### src/rtl/pc_seq_pkg.sv
// pc_seq_pkg: state, op_class, pc_src and vec_sel encodings plus exception vector
// addresses shared by the pc_sequencer control FSM.
package pc_seq_pkg;
   typedef enum logic [2:0] {
      S_FETCH  = 3'd0,
      S_DECODE = 3'd1,
      S_EXEC   = 3'd2,
      S_MEM    = 3'd3,
      S_WB     = 3'd4,
      S_EXC    = 3'd5
   } state_t;
   localparam logic [2:0] OP_ALU    = 3'd0;
   localparam logic [2:0] OP_LOAD   = 3'd1;
   localparam logic [2:0] OP_STORE  = 3'd2;
   localparam logic [2:0] OP_BRANCH = 3'd3;
   localparam logic [2:0] OP_JUMP   = 3'd4;
   localparam logic [1:0] PC_PLUS4  = 2'd0;
   localparam logic [1:0] PC_BRANCH = 2'd1;
   localparam logic [1:0] PC_JUMP   = 2'd2;
   localparam logic [1:0] PC_VEC    = 2'd3;
   localparam logic [1:0] VEC_RESET = 2'd0;
   localparam logic [1:0] VEC_ILLOP = 2'd1;
   localparam logic [1:0] VEC_XADR  = 2'd2;
   localparam logic [31:0] RESET_VECTOR = 32'h8000_0000;
   localparam logic [31:0] ILLOP_VECTOR = 32'h8000_0004;
   localparam logic [31:0] XADR_VECTOR  = 32'h8000_0008;
endpackage

### src/rtl/pc_sequencer.sv
// pc_sequencer: multicycle fetch/decode/exec/mem/wb control FSM with exception cause register.
// Define PC_SEQ_IRQ_EN to enable the external interrupt (xadr) path.
module pc_sequencer
   import pc_seq_pkg::*;
(
   input  logic       clk,
   input  logic       reset,
   input  logic       stall,
   input  logic [2:0] op_class,
   input  logic       branch_taken,
   input  logic       irq,
   input  logic       kernel,
   output logic       pc_write,
   output logic [1:0] pc_src,
   output logic [1:0] vec_sel,
   output logic       epc_write,
   output logic       ir_write,
   output logic       irq_ack,
   output logic [2:0] state
);
   state_t state_q, state_d;
   logic [1:0] cause_q, cause_d;
   logic take_irq;
`ifdef PC_SEQ_IRQ_EN
   assign take_irq = irq & ~kernel;
`else
   logic unused_irq;
   assign unused_irq = irq ^ kernel;
   assign take_irq = 1'b0;
`endif
   always_ff @(posedge clk or negedge reset) begin
      if (!reset) begin
         state_q <= S_FETCH;
         cause_q <= VEC_RESET;
      end else begin
         state_q <= state_d;
         cause_q <= cause_d;
      end
   end
   always_comb begin
      state_d   = state_q;
      cause_d   = cause_q;
      pc_write  = 1'b0;
      pc_src    = PC_PLUS4;
      vec_sel   = VEC_RESET;
      epc_write = 1'b0;
      ir_write  = 1'b0;
      irq_ack   = 1'b0;
      case (state_q)
         S_FETCH: if (!stall) begin
            if (take_irq) begin
               state_d = S_EXC;
               cause_d = VEC_XADR;
            end else begin
               ir_write = 1'b1;
               pc_write = 1'b1;
               state_d  = S_DECODE;
            end
         end
         S_DECODE: if (op_class > OP_JUMP) begin
            state_d = S_EXC;
            cause_d = VEC_ILLOP;
         end else if (op_class == OP_JUMP) begin
            pc_write = 1'b1;
            pc_src   = PC_JUMP;
            state_d  = S_FETCH;
         end else state_d = S_EXEC;
         S_EXEC: begin
            pc_write = (op_class == OP_BRANCH) & branch_taken;
            pc_src   = (op_class == OP_BRANCH) ? PC_BRANCH : PC_PLUS4;
            state_d  = (op_class == OP_LOAD || op_class == OP_STORE) ? S_MEM :
                       (op_class == OP_ALU) ? S_WB : S_FETCH;
         end
         S_MEM: state_d = stall ? S_MEM : (op_class == OP_LOAD) ? S_WB : S_FETCH;
         S_WB: state_d = S_FETCH;
         S_EXC: begin
            pc_write  = 1'b1;
            pc_src    = PC_VEC;
            epc_write = 1'b1;
            vec_sel   = cause_q;
`ifdef PC_SEQ_IRQ_EN
            irq_ack   = (cause_q == VEC_XADR);
`endif
            state_d   = S_FETCH;
         end
         default: state_d = S_FETCH;
      endcase
      // reset forces strobes low at once, even though the state register is already FETCH
      if (!reset) begin
         pc_write  = 1'b0;
         pc_src    = PC_PLUS4;
         vec_sel   = VEC_RESET;
         epc_write = 1'b0;
         ir_write  = 1'b0;
         irq_ack   = 1'b0;
      end
   end
   assign state = state_q;
endmodule

### config.mk
export PLATFORM = sky130hd
export DESIGN_NAME = pc_sequencer
export DESIGN_NICKNAME = d
export VERILOG_FILES = /design/src/rtl/pc_seq_pkg.sv /design/src/rtl/pc_sequencer.sv
export SDC_FILE = /design/constraint.sdc
export NUM_CORES = 1
export LEC_CHECK = 0
export BUFFER_PORTS_ARGS = -buffer_cell sky130_fd_sc_hd__buf_2
export CORE_AREA = 2 2 39 41
export DETAILED_ROUTE_END_ITERATION = 7
export DIE_AREA = 0 0 41 43
export PLACE_DENSITY = 0.58
export SYNTH_ARGS = -nofsm -noshare
export SYNTH_HDL_FRONTEND = slang
export SYNTH_SLANG_ARGS = --single-unit
export TNS_END_PERCENT = 1
### constraint.sdc
create_clock -name clk -period 1.2 [get_ports clk]
set_input_delay 0 -clock clk [delete_from_list [all_inputs] [get_ports clk]]
set_output_delay 0 -clock clk [all_outputs]
set_load 0.01 [all_outputs]
==> summary.md, run 1 <==
| Metric | Value |
|---|---|
| Avg Cell Area, Syn | `roughly 9 um2` |
| Max Buffers Root-to-Sink | `2` |
| Pre-CTS WS | `-17.3 ps` |
| Worst-path clk slew | `40 ps` |
| Clk_skew | `2.23 ps` |
| Leakage | `0.251 nW` |
| Global placement routability congestion | `0.862` |
| Area of the mapped netlist | `354 um2` |
| Netlist cell types | `26` |
| CTS tree | `yes` |
| Die H | `43 um` |
| Multiplexer area fraction after synthesis | `0%` |
| Worst Path Max Fanout | `5` |
| Synth area leader | `dfrtp_1` |
| Sequential area share after synthesis | `28.3%` |
| Post-synthesis compound-gate area fraction | `25.4%` |
| Worst endpoint required time | `1200 ps` |
| Count of buffer and inverter cells on the critical path | `1` |
| Synth top area share | `approximately 28%` |
| Vias after detailed routing | `380` |
| Number of global-route vias before repair | `366` |
| First DRT Iteration DRCs | `5` |
| CP top delay family | `flip-flops` |
| Most area-consuming cells after synthesis | `dfrtp_1 (28%), nor4b_4 (6.7%), buf_4 (6.4%)` |
| F_max | `711 MHz` |
| Row cnt | `14` |
| First-pass GRT wire length | `between 1000 and 1500 um` |
| CTS H-tree depth | `1` |
| ANT cells | `0` |
| Met3 Use GR | `4.71%` |
| Largest family of logic cells by synthesized area | `simple AND/OR/NAND/NOR gates` |
| Main synth FF type | `dfrtp_1` |
| GRT busiest layer | `met2` |
| Slowest stage delay, CP | `approximately 430 ps` |
| Post-DP HPWL | `681 um` |
| Max-cap viol count | `0` |
| Power density over the cells | `around 1900 mW/mm2` |
| GRT overflow | `0` |
| Die ar. | `approximately 0.0018 mm2` |
| Die Wd | `41 um` |
| Max VDD drop | `0.971 mV` |
| FF+latch count, synth | `4` |
| GR Util met1 | `16.4%` |
| Routed len/inst | `11.6 um` |
| Final ANT Viol Nets | `0` |
| Tcrit/Tclk final | `117%` |
| Final Core Density | `37.3%` |
| Setup violators final | `7` |
| Failing checks | `setup timing` |
| Status | `finished with violations` |
| DRC Markers | `0` |
| Input/output buffers | `15` |
| RSZ-0062 raised after global routing | `yes` |
| Adder-Cell Fraction of Synth Area | `0%` |
| CP max-delay cell | `dfrtp_2` |
| Initial Util | `25.6%` |
| Final hold violations | `0` |
| Pin count of the biggest net entering global routing | `10` |
| Simple logic cell fraction of the synthesized area | `36.4%` |
| Fin crit period | `1410 ps` |
| First-pass detailed-route iteration total | `2` |
| Root buffer selected by CTS | `clkbuf_4` |
| Nets | `73` |
| Post-Synth XOR/XNOR Area | `2.47%` |
| CP Class | `reg -> out` |
| M2 GR Usage | `16.9%` |
| Synthesis warning total | `0` |
| Clk sinks | `4` |
| Final worst slack | `-206 ps` |
| Initial antenna violation count | `0` |
| Startpoint types | `flip-flop` |
| Vias per inst | `4.87` |
| Setup crit end kind | `output port` |
| Total global-route track usage | `12.6%` |
| Total wire length | `908 um` |
| Worst-path cell chain | `nor4b_4, a41oi_1, a21oi_1, buf_2` |
| Io pins | `20` |
| TritonCTS buffer count | `3` |
| Slew Viols, Final | `0` |
| Area Overhead vs Synth | `45.6%` |
| Mapped Cells | `39` |
| Clock insertion delay at the later pin of the skew report | `230 ps` |
| Core area | `0.00138 mm2` |
| Asr flop ratio synth | `between 90% and 100%` |
| Hold WC Path Type | `in -> async` |
| WP data arrival | `~1400 ps` |
| Share of layout cells above drive strength 1 | `about 48%` |
| Post-synth EDFFs | `0` |
-- cells by family after synthesis --
group,count (synthesis)
and+or+nand+nor,17
AOI/OAI and AO/OA,13
DFF,4
buffers and inverters,3
xor gates and xnor gates,1
other,1
-- power by group --
part | internal, W | switching (W)
clock network | 0.000111 | 0.0000463
registers | 0.000181 | 0.0000639
logic | 0.000301 | 0.000269
-- what timing repair did --
action,4_1_cts,5_1_grt
setup endpoints to repair,7,8
pin swaps,3,1
hold buffers,1,0
buffers inserted,1,1
hold endpoints to repair,4,0
resized for setup,2,0
-- cell type report --
class,count,area (um2)
tap,16,20.0
multi-input combinational,33,235
sequential,4,101
fill,150,868
clock buffer,3,22.5
timing repair buffer,22,136
-- metrics by stage --
| stage | instances | TNS (ps) | cell area [um2] | power (W) | hold WS, ps |
|---|---|---|---|---|---|
| global route | 78 | -1290 | 515 | 0.00106 | 135 |
| detailed placement | 72 | -32.0 | 460 | 0.000773 | -163 |
| global placement | 72 | -19.3 | 460 | 0.000770 | -163 |
| floorplan | 40 | 0 | 358 | 0.000558 | -296 |
| CTS | 77 | -872 | 508 | 0.000959 | 126 |
| finish | 78 | -702 | 515 | 0.000972 | 153 |
-- registers in the layout, indices dropped and copies added (netlist names) --
| signal | flops |
|---|---|
| state | 3 |
| cause_q | 1 |
-- layer usage --
layer,up-vias,part of all wire (%)
li1,189,-
met1,185,46
met2,6,51
met3,0,3.0
met4,0,0
met5,-,0
-- cells in the mapped netlist (2+ instances only) --
cell and count:
a21oi_1 3, and2_1 2, dfrtp_1 4, o21ai_0 4
buf_4 3, nor2_1 3
-- worst paths after layout --
| kind | cells past startpoint | slack [ps] | startpoint | end |
|---|---|---|---|---|
| max | 4 | -210 | state[0] | pc_write |
| min | 2 | 150 | reset | state[1] |
| max reg2reg | 4 | -70 | state[0] | state[0] |
| min reg2reg | 1 | 460 | cause_q[0] | cause_q[0] |
| max in group asynchronous | 2 | 880 | reset | state[0] |
| min in group clk | 3 | 180 | stall | state[1] |
-- placed cells by master, fill, tap and decap left out, drive strengths merged --
master,count
nand2b,1
a41oi,1
or2,1
nor3,1
nor4,1
nand2,1
a32oi,1
nor4b,2
dlygate4sd3,1
nor3b,1
buf,21
xor2,1
a21o,1
a221oi,1
o211a,1
and2b,1
conb,2
and2,2
and3,1
o21ai,5
nor2b,1
clkbuf,3
dfrtp,4
a21oi,3
nor2,3
nand3b,1
No activity file was read; power rests on OpenSTA's default activity.
==> inputs of run 2 (changes only) <==
--- a/config.mk
+++ b/config.mk
@@ -9,7 +9,7 @@
 export CORE_AREA = 2 2 39 41
 export DETAILED_ROUTE_END_ITERATION = 7
 export DIE_AREA = 0 0 41 43
-export PLACE_DENSITY = 0.58
+export RECOVER_POWER = 50
 export SYNTH_ARGS = -nofsm -noshare
 export SYNTH_HDL_FRONTEND = slang
 export SYNTH_SLANG_ARGS = --single-unit
==> summary.md, run 2 (synthesis gave the netlist of run 1 again) <==
| Metric | Value |
|---|---|
| Worst-path clk slew | `30 ps (was 40 ps)` |
| Slew Viols, Final | `0 (unchanged)` |
| CTS H-tree depth | `1 (unchanged)` |
| DRC Markers | `0 (unchanged)` |
| Initial Util | `25.6% (unchanged)` |
| Vias after detailed routing | `356 (was 380)` |
| Worst endpoint required time | `1200 ps (about the same)` |
| Reg2Reg Depth | `4 (unchanged)` |
| First DRT Iteration DRCs | `4 (was 5)` |
| Max-cap viol count | `0 (unchanged)` |
| WP data arrival | `1420 ps (was 1410 ps)` |
| Hold path depth | `3` |
| Number of global-route vias before repair | `355 (was 366)` |
| FILL cells | `150 (unchanged)` |
| Area occupied by multi-input gates | `245 um2 (was 235 um2)` |
| Vias per inst | `4.68 (was 4.87)` |
| Min-Delay Startpoint | `stall` |
| Max Buffers Root-to-Sink | `2 (unchanged)` |
| Die H | `43 um (unchanged)` |
| Max VDD drop | `0.825 mV (was 0.971 mV)` |
| Clk_skew | `1.55 ps (was 2.23 ps)` |
| CTS tree | `yes (unchanged)` |
| Hold WC Path Type | `in -> reg (was in -> async)` |
| Root buffer selected by CTS | `clkbuf_4 (unchanged)` |
| Worst-path cell chain | `nor4b_4, a41oi_1, a21oi_1, buf_2 (unchanged)` |
| Setup crit end kind | `output port (unchanged)` |
| CP max-delay cell | `dfrtp_2 (unchanged)` |
| First-pass GRT wire length | `1430 um (was 1480 um)` |
| Worst Path Max Fanout | `4 (was 5)` |
| Initial antenna violation count | `0 (unchanged)` |
| Die ar. | `0.00176 mm2 (unchanged)` |
| Inst Count DP | `71 (was 72)` |
| Final ANT Viol Nets | `0 (unchanged)` |
| Final hold violations | `0 (unchanged)` |
| Most frequent cells in the layout | `buf_2 (14), buf_4 (4) (was buf_2 (14), buf_4 (6), o21ai_0 (4))` |
| Total global-route track usage | `11.6% (was 12.6%)` |
| Post-DP HPWL | `629 um (was 681 um)` |
| Power density over the cells | `1840 mW/mm2 (was 1890 mW/mm2)` |
| Slowest stage delay, CP | `430 ps (about the same)` |
| Power, Total | `0.000941 W (was 0.000972 W)` |
| Global placement routability congestion | `0.738 (was 0.862)` |
| Status | `finished with violations (unchanged)` |
| Core area | `0.00138 mm2 (unchanged)` |
| Layout Cell Area excl Fill | `510 um2 (was 515 um2)` |
| Final worst slack | `-223 ps (was -206 ps)` |
| Area Overhead vs Synth | `44.2% (was 45.6%)` |
| Routed len/inst | `11.5 um (was 11.6 um)` |
| CP Class | `reg -> out (unchanged)` |
| Worst r2r dst | `state[0] (unchanged)` |
| Largest register FFs | `3 (unchanged)` |
| ANT cells | `0 (unchanged)` |
| Endpoint, Worst Hold | `state[1]` |
| Nets | `71 (was 73)` |
| Startpoint types | `flip-flop (unchanged)` |
| Register area | `101 um2 (unchanged)` |
| Row cnt | `14 (unchanged)` |
| First-pass detailed-route iteration total | `4 (was 2)` |
| RSZ-0062 raised after global routing | `yes (unchanged)` |
| Share of layout cells above drive strength 1 | `50.0% (was 48.4%)` |
| TritonCTS buffer count | `3 (unchanged)` |
| Fin crit period | `1420 ps (was 1410 ps)` |
| Die Wd | `41 um (unchanged)` |
| Setup violators final | `7 (unchanged)` |
| Input/output buffers | `15 (unchanged)` |
| TNS Setup | `-766 ps (was -702 ps)` |
| Clk sinks | `4 (unchanged)` |
| Most common cell after layout, fill and taps aside | `buf_2 (unchanged)` |
| Pin count of the biggest net entering global routing | `10 (unchanged)` |
| Leakage | `0.244 nW (was 0.251 nW)` |
| F_max | `703 MHz (was 711 MHz)` |
| Total wire length | `877 um (was 908 um)` |
| Io pins | `20 (unchanged)` |
| Tcrit/Tclk final | `119% (was 117%)` |
| Post-Layout Cell Count | `76 (was 78)` |
| Clock insertion delay at the later pin of the skew report | `230 ps (about the same)` |
| Internal reg-to-reg setup slack | `-90 ps (was -70 ps)` |
| GRT overflow | `0 (unchanged)` |
| Cell Area, Placed | `453 um2 (was 460 um2)` |
| Reg2Reg Launch Point | `state[0] (unchanged)` |
| Failing checks | `setup timing (unchanged)` |
-- run 2: changes by cell type in the layout (fill, tap and decap cells not counted), sizes merged --
| cell | change |
|---|---|
| buf | -2 |
-- run 2: worst max-delay path by stage --
stage             start       end  cells after the start
3_3_place_gp   state[0]  pc_write                      4
6_report       state[0]  pc_write                      4
2_1_floorplan  state[2]  pc_write                      4
4_1_cts        state[0]  pc_write                      4
3_5_place_dp   state[0]  pc_write                      4
5_1_grt        state[0]  pc_write                      4
-- run 2: per-layer routing --
metal / track usage, % / wire length [um]
met4: 8.00 / 0
met3: 1.57 / 21
met2: 16.3 / 478
met5: 0 / 0
met1: 15.6 / 376
-- run 2: repair_timing --
item                                    4_1_cts  5_1_grt
endpoints found under the hold margin         4        0
endpoints found under the setup margin        6        8
pin swaps                                     2        1
hold buffers                                  1        0
buffers inserted                              0        1
resized for setup                             1        4
-- run 2: critical path, delay by kind of cell (launching register included) --
kind	cells	cell delay, ps
and+or+nand+nor	1	330
buffers and inverters	1	150
AOI/OAI and AO/OA	2	290
DFF	1	430
-- run 2: layout make-up --
type	count	area share, %
Multi-Input combinational cell	33	48.0
Timing Repair Buffer	20	23.8
Sequential cell	4	19.9
Clock buffer	3	4.41
Tap cell	16	3.92
-- run 2: metrics by stage --
stage | setup slack [ps] | hold slack, ps | util, %
5_1_grt | -326 | 148 | 36.9
3_5_place_dp | -24.2 | -162 | 32.7
2_1_floorplan | 3.62 | -296 | -
4_1_cts | -275 | 124 | 35.5
6_report | -223 | 110 | 36.9
3_3_place_gp | 18.2 | -164 | 32.7
-- run 2: report_power, final --
group	switching (W)	leakage (nW)	internal (W)	total, W
Clock	0.0000480	0.0138	0.000111	0.000159
Combinational	0.000265	0.183	0.000270	0.000535
Sequential	0.0000656	0.0466	0.000181	0.000247
==> inputs of run 3 (changes only) <==
--- a/config.mk
+++ b/config.mk
@@ -5,6 +5,7 @@
 export SDC_FILE = /design/constraint.sdc
 export NUM_CORES = 1
 export LEC_CHECK = 0
+export ABC_AREA = 1
 export BUFFER_PORTS_ARGS = -buffer_cell sky130_fd_sc_hd__buf_2
 export CORE_AREA = 2 2 39 41
 export DETAILED_ROUTE_END_ITERATION = 7
==> summary.md, run 3 <==
| Metric | Value |
|---|---|
| Clk_skew | `9.47 ps (was 1.55 ps)` |
| Max-cap viol count | `0 (unchanged)` |
| Failing checks | `setup timing (unchanged)` |
| Startpoint types | `flip-flop (unchanged)` |
| Worst endpoint required time | `1200 ps (about the same)` |
| Pin count of the biggest net entering global routing | `7 (was 10)` |
| Largest register FFs | `3 (unchanged)` |
| First DRT Iteration DRCs | `17 (was 4)` |
| Internal reg-to-reg setup slack | `-10 ps (was -90 ps)` |
| Number of global-route vias before repair | `425 (was 355)` |
| CTS H-tree depth | `1 (unchanged)` |
| Post-DP HPWL | `715 um (was 629 um)` |
| Total global-route track usage | `14.7% (was 11.6%)` |
| FF+latch count, synth | `4 (unchanged)` |
| Slew Viols, Final | `0 (unchanged)` |
| ANT cells | `0 (unchanged)` |
| TNS Setup | `-173 ps (was -766 ps)` |
| DRC Markers | `0 (unchanged)` |
| Setup violators final | `3 (was 7)` |
| Power density over the cells | `2120 mW/mm2 (was 1840 mW/mm2)` |
| Avg Cell Area, Syn | `6.00 um2 (was 9.08 um2)` |
| Share of layout cells above drive strength 1 | `51.8% (was 50.0%)` |
| Top cells by count, synth | `nand2_1 (13), nor2_1 (13), nand3_1 (6) (was dfrtp_1 (4), o21ai_0 (4), a21oi_1 (3), buf_4 (3), nor2_1 (3))` |
| Initial Util | `25.1% (was 25.6%)` |
| Synthesis warning total | `0 (unchanged)` |
| Synth area leader | `dfrtp_1 (unchanged)` |
| Max Buffers Root-to-Sink | `2 (unchanged)` |
| Pre-CTS WS | `135 ps (was -24.2 ps)` |
| Clock insertion delay at the later pin of the skew report | `250 ps (was 230 ps)` |
| Die H | `43 um (unchanged)` |
| Area occupied by multi-input gates | `244 um2 (was 245 um2)` |
| Vias per inst | `4.74 (was 4.68)` |
| Power, Total | `0.00120 W (was 0.000941 W)` |
| Most frequent cells in the layout | `buf_2 (15), nand2_1 (12), nor2_1 (10) (was buf_2 (14), buf_4 (4))` |
| Worst-path clk slew | `50 ps (was 30 ps)` |
| Input/output buffers | `15 (unchanged)` |
| F_max | `767 MHz (was 703 MHz)` |
| Die ar. | `0.00176 mm2 (unchanged)` |
| Status | `finished with violations (unchanged)` |
| Setup crit end kind | `output port (unchanged)` |
| Netlist cell types | `17 (was 26)` |
| Leakage | `0.320 nW (was 0.244 nW)` |
| FILL cells | `150 (unchanged)` |
| RSZ-0062 raised after global routing | `yes (unchanged)` |
| Main synth FF type | `dfrtp_1 (unchanged)` |
| Vias after detailed routing | `469 (was 356)` |
| Max VDD drop | `0.936 mV (was 0.825 mV)` |
| GRT overflow | `0 (unchanged)` |
| Root buffer selected by CTS | `clkbuf_4 (unchanged)` |
| Most area-consuming cells after synthesis | `dfrtp_1 (29%), nand2_1 (14%), nor2_1 (14%) (was dfrtp_1 (28%), nor4b_4 (6.7%), buf_4 (6.4%))` |
| First-pass GRT wire length | `1670 um (was 1430 um)` |
| TritonCTS buffer count | `3 (unchanged)` |
| CTS tree | `yes (unchanged)` |
| Sequential area share after synthesis | `28.8% (was 28.3%)` |
| Hold WC Path Type | `in -> reg (unchanged)` |
| Global placement routability congestion | `0.791 (was 0.738)` |
| WP data arrival | `1300 ps (was 1420 ps)` |
| Fin crit period | `1300 ps (was 1420 ps)` |
| CP Class | `reg -> out (unchanged)` |
| Initial antenna violation count | `0 (unchanged)` |
| Clk sinks | `4 (unchanged)` |
| Row cnt | `14 (unchanged)` |
| Worst Path Max Fanout | `6 (was 4)` |
| Die Wd | `41 um (unchanged)` |
| Routed len/inst | `11.4 um (was 11.5 um)` |
| Asr flop ratio synth | `100% (unchanged)` |
| Final ANT Viol Nets | `0 (unchanged)` |
| Area Overhead vs Synth | `62.9% (was 44.2%)` |
| Synth top area share | `28.8% (was 28.3%)` |
| Mapped Cells | `58 (was 39)` |
| Tcrit/Tclk final | `109% (was 119%)` |
| Post-synth EDFFs | `0 (unchanged)` |
| Total wire length | `1130 um (was 877 um)` |
| First-pass detailed-route iteration total | `4 (unchanged)` |
| Io pins | `20 (unchanged)` |
| Nets | `94 (was 71)` |
| Register area | `104 um2 (was 101 um2)` |
| Core area | `0.00138 mm2 (unchanged)` |
| Most common cell after layout, fill and taps aside | `buf_2 (unchanged)` |
| Area of the mapped netlist | `348 um2 (was 354 um2)` |
| Final worst slack | `-104 ps (was -223 ps)` |
| Final hold violations | `0 (unchanged)` |
run 3: changes by cell type after synthesis, moves of 2 or more:
cell,before,now
a21oi_1,3,1
o21ai_0,4,0
nand2_1,0,13
and2_1,2,0
nand3_1,0,6
inv_1,0,5
inv_2,0,3
nand4_1,0,2
nor2_1,3,13
run 3: timing repair:
| item | 4_1_cts | 5_1_grt |
|---|---|---|
| pin swaps | 3 | 4 |
| resized for setup | 5 | 10 |
| buffers inserted | 5 | 2 |
| hold endpoints to repair | 4 | 0 |
| endpoints found under the setup margin | 5 | 8 |
| hold buffers | 1 | 0 |
run 3: area by class of cell:
class,count,share of cell area (%)
Inverter,9,6.84
Sequential cell,4,18.3
Clock buffer,3,3.97
Timing Repair Buffer,23,24.3
Tap cell,16,3.53
Multi-Input combinational cell,44,43.0
run 3: routing by layer:
layer | part of all wire [%] | vias up | global-route usage (%) | wire length (um)
li1 | - | 231 | - | -
met1 | 41 | 216 | 16.8 | 460
met2 | 51 | 18 | 19.1 | 573
met3 | 5.5 | 4 | 5.76 | 62
met4 | 2.8 | 0 | 14.7 | 31
met5 | 0 | - | 0 | 0
run 3: final timing paths:
kind / startpoint / end / depth (start not counted)
worst max-delay path: state[0] / pc_write / 6
max in group asynchronous: reset / state[0] / 2
worst max register to register: state[1] / state[0] / 8
min in group asynchronous: reset / state[2] / 2
worst min register to register: cause_q[0] / cause_q[0] / 2
worst min-delay path: op_class[2] / state[1] / 2
run 3: critical path: stages (launching register included):
cell and delay, ps:
dfrtp_2 440, nor2_2 150, nand3_1 110, nand2_1 70, nor2_1 40, a21oi_2 120, buf_2 130
run 3: report_power, final:
group	switching [W]	leakage [nW]	internal, W	total, W
clock	0.0000688	0.0138	0.000113	0.000182
combinational	0.000412	0.263	0.000328	0.000741
sequential	0.0000896	0.0434	0.000190	0.000279
run 3: cell families (layout without fill, tap and decap cells):
group                  Yosys count  count (layout)  share of synthesized area [%]
AO/OA/AOI/OAI                    3               3                           5.76
buffers and inverters           11              35                           14.0
flip-flops                       4               4                           28.8
other                            1               2                           1.08
AND/OR/NAND/NOR                 39              39                           50.4
run 3: stage by stage:
stage,area (um2),std cells,util [%],hold WS (ps)
global route,567,99,41.0,13.6
detailed placement,432,88,31.2,-167
finish,567,99,41.0,3.15
global placement,432,88,31.2,-172
floorplan,352,59,-,-296
CTS,517,97,37.3,4.94
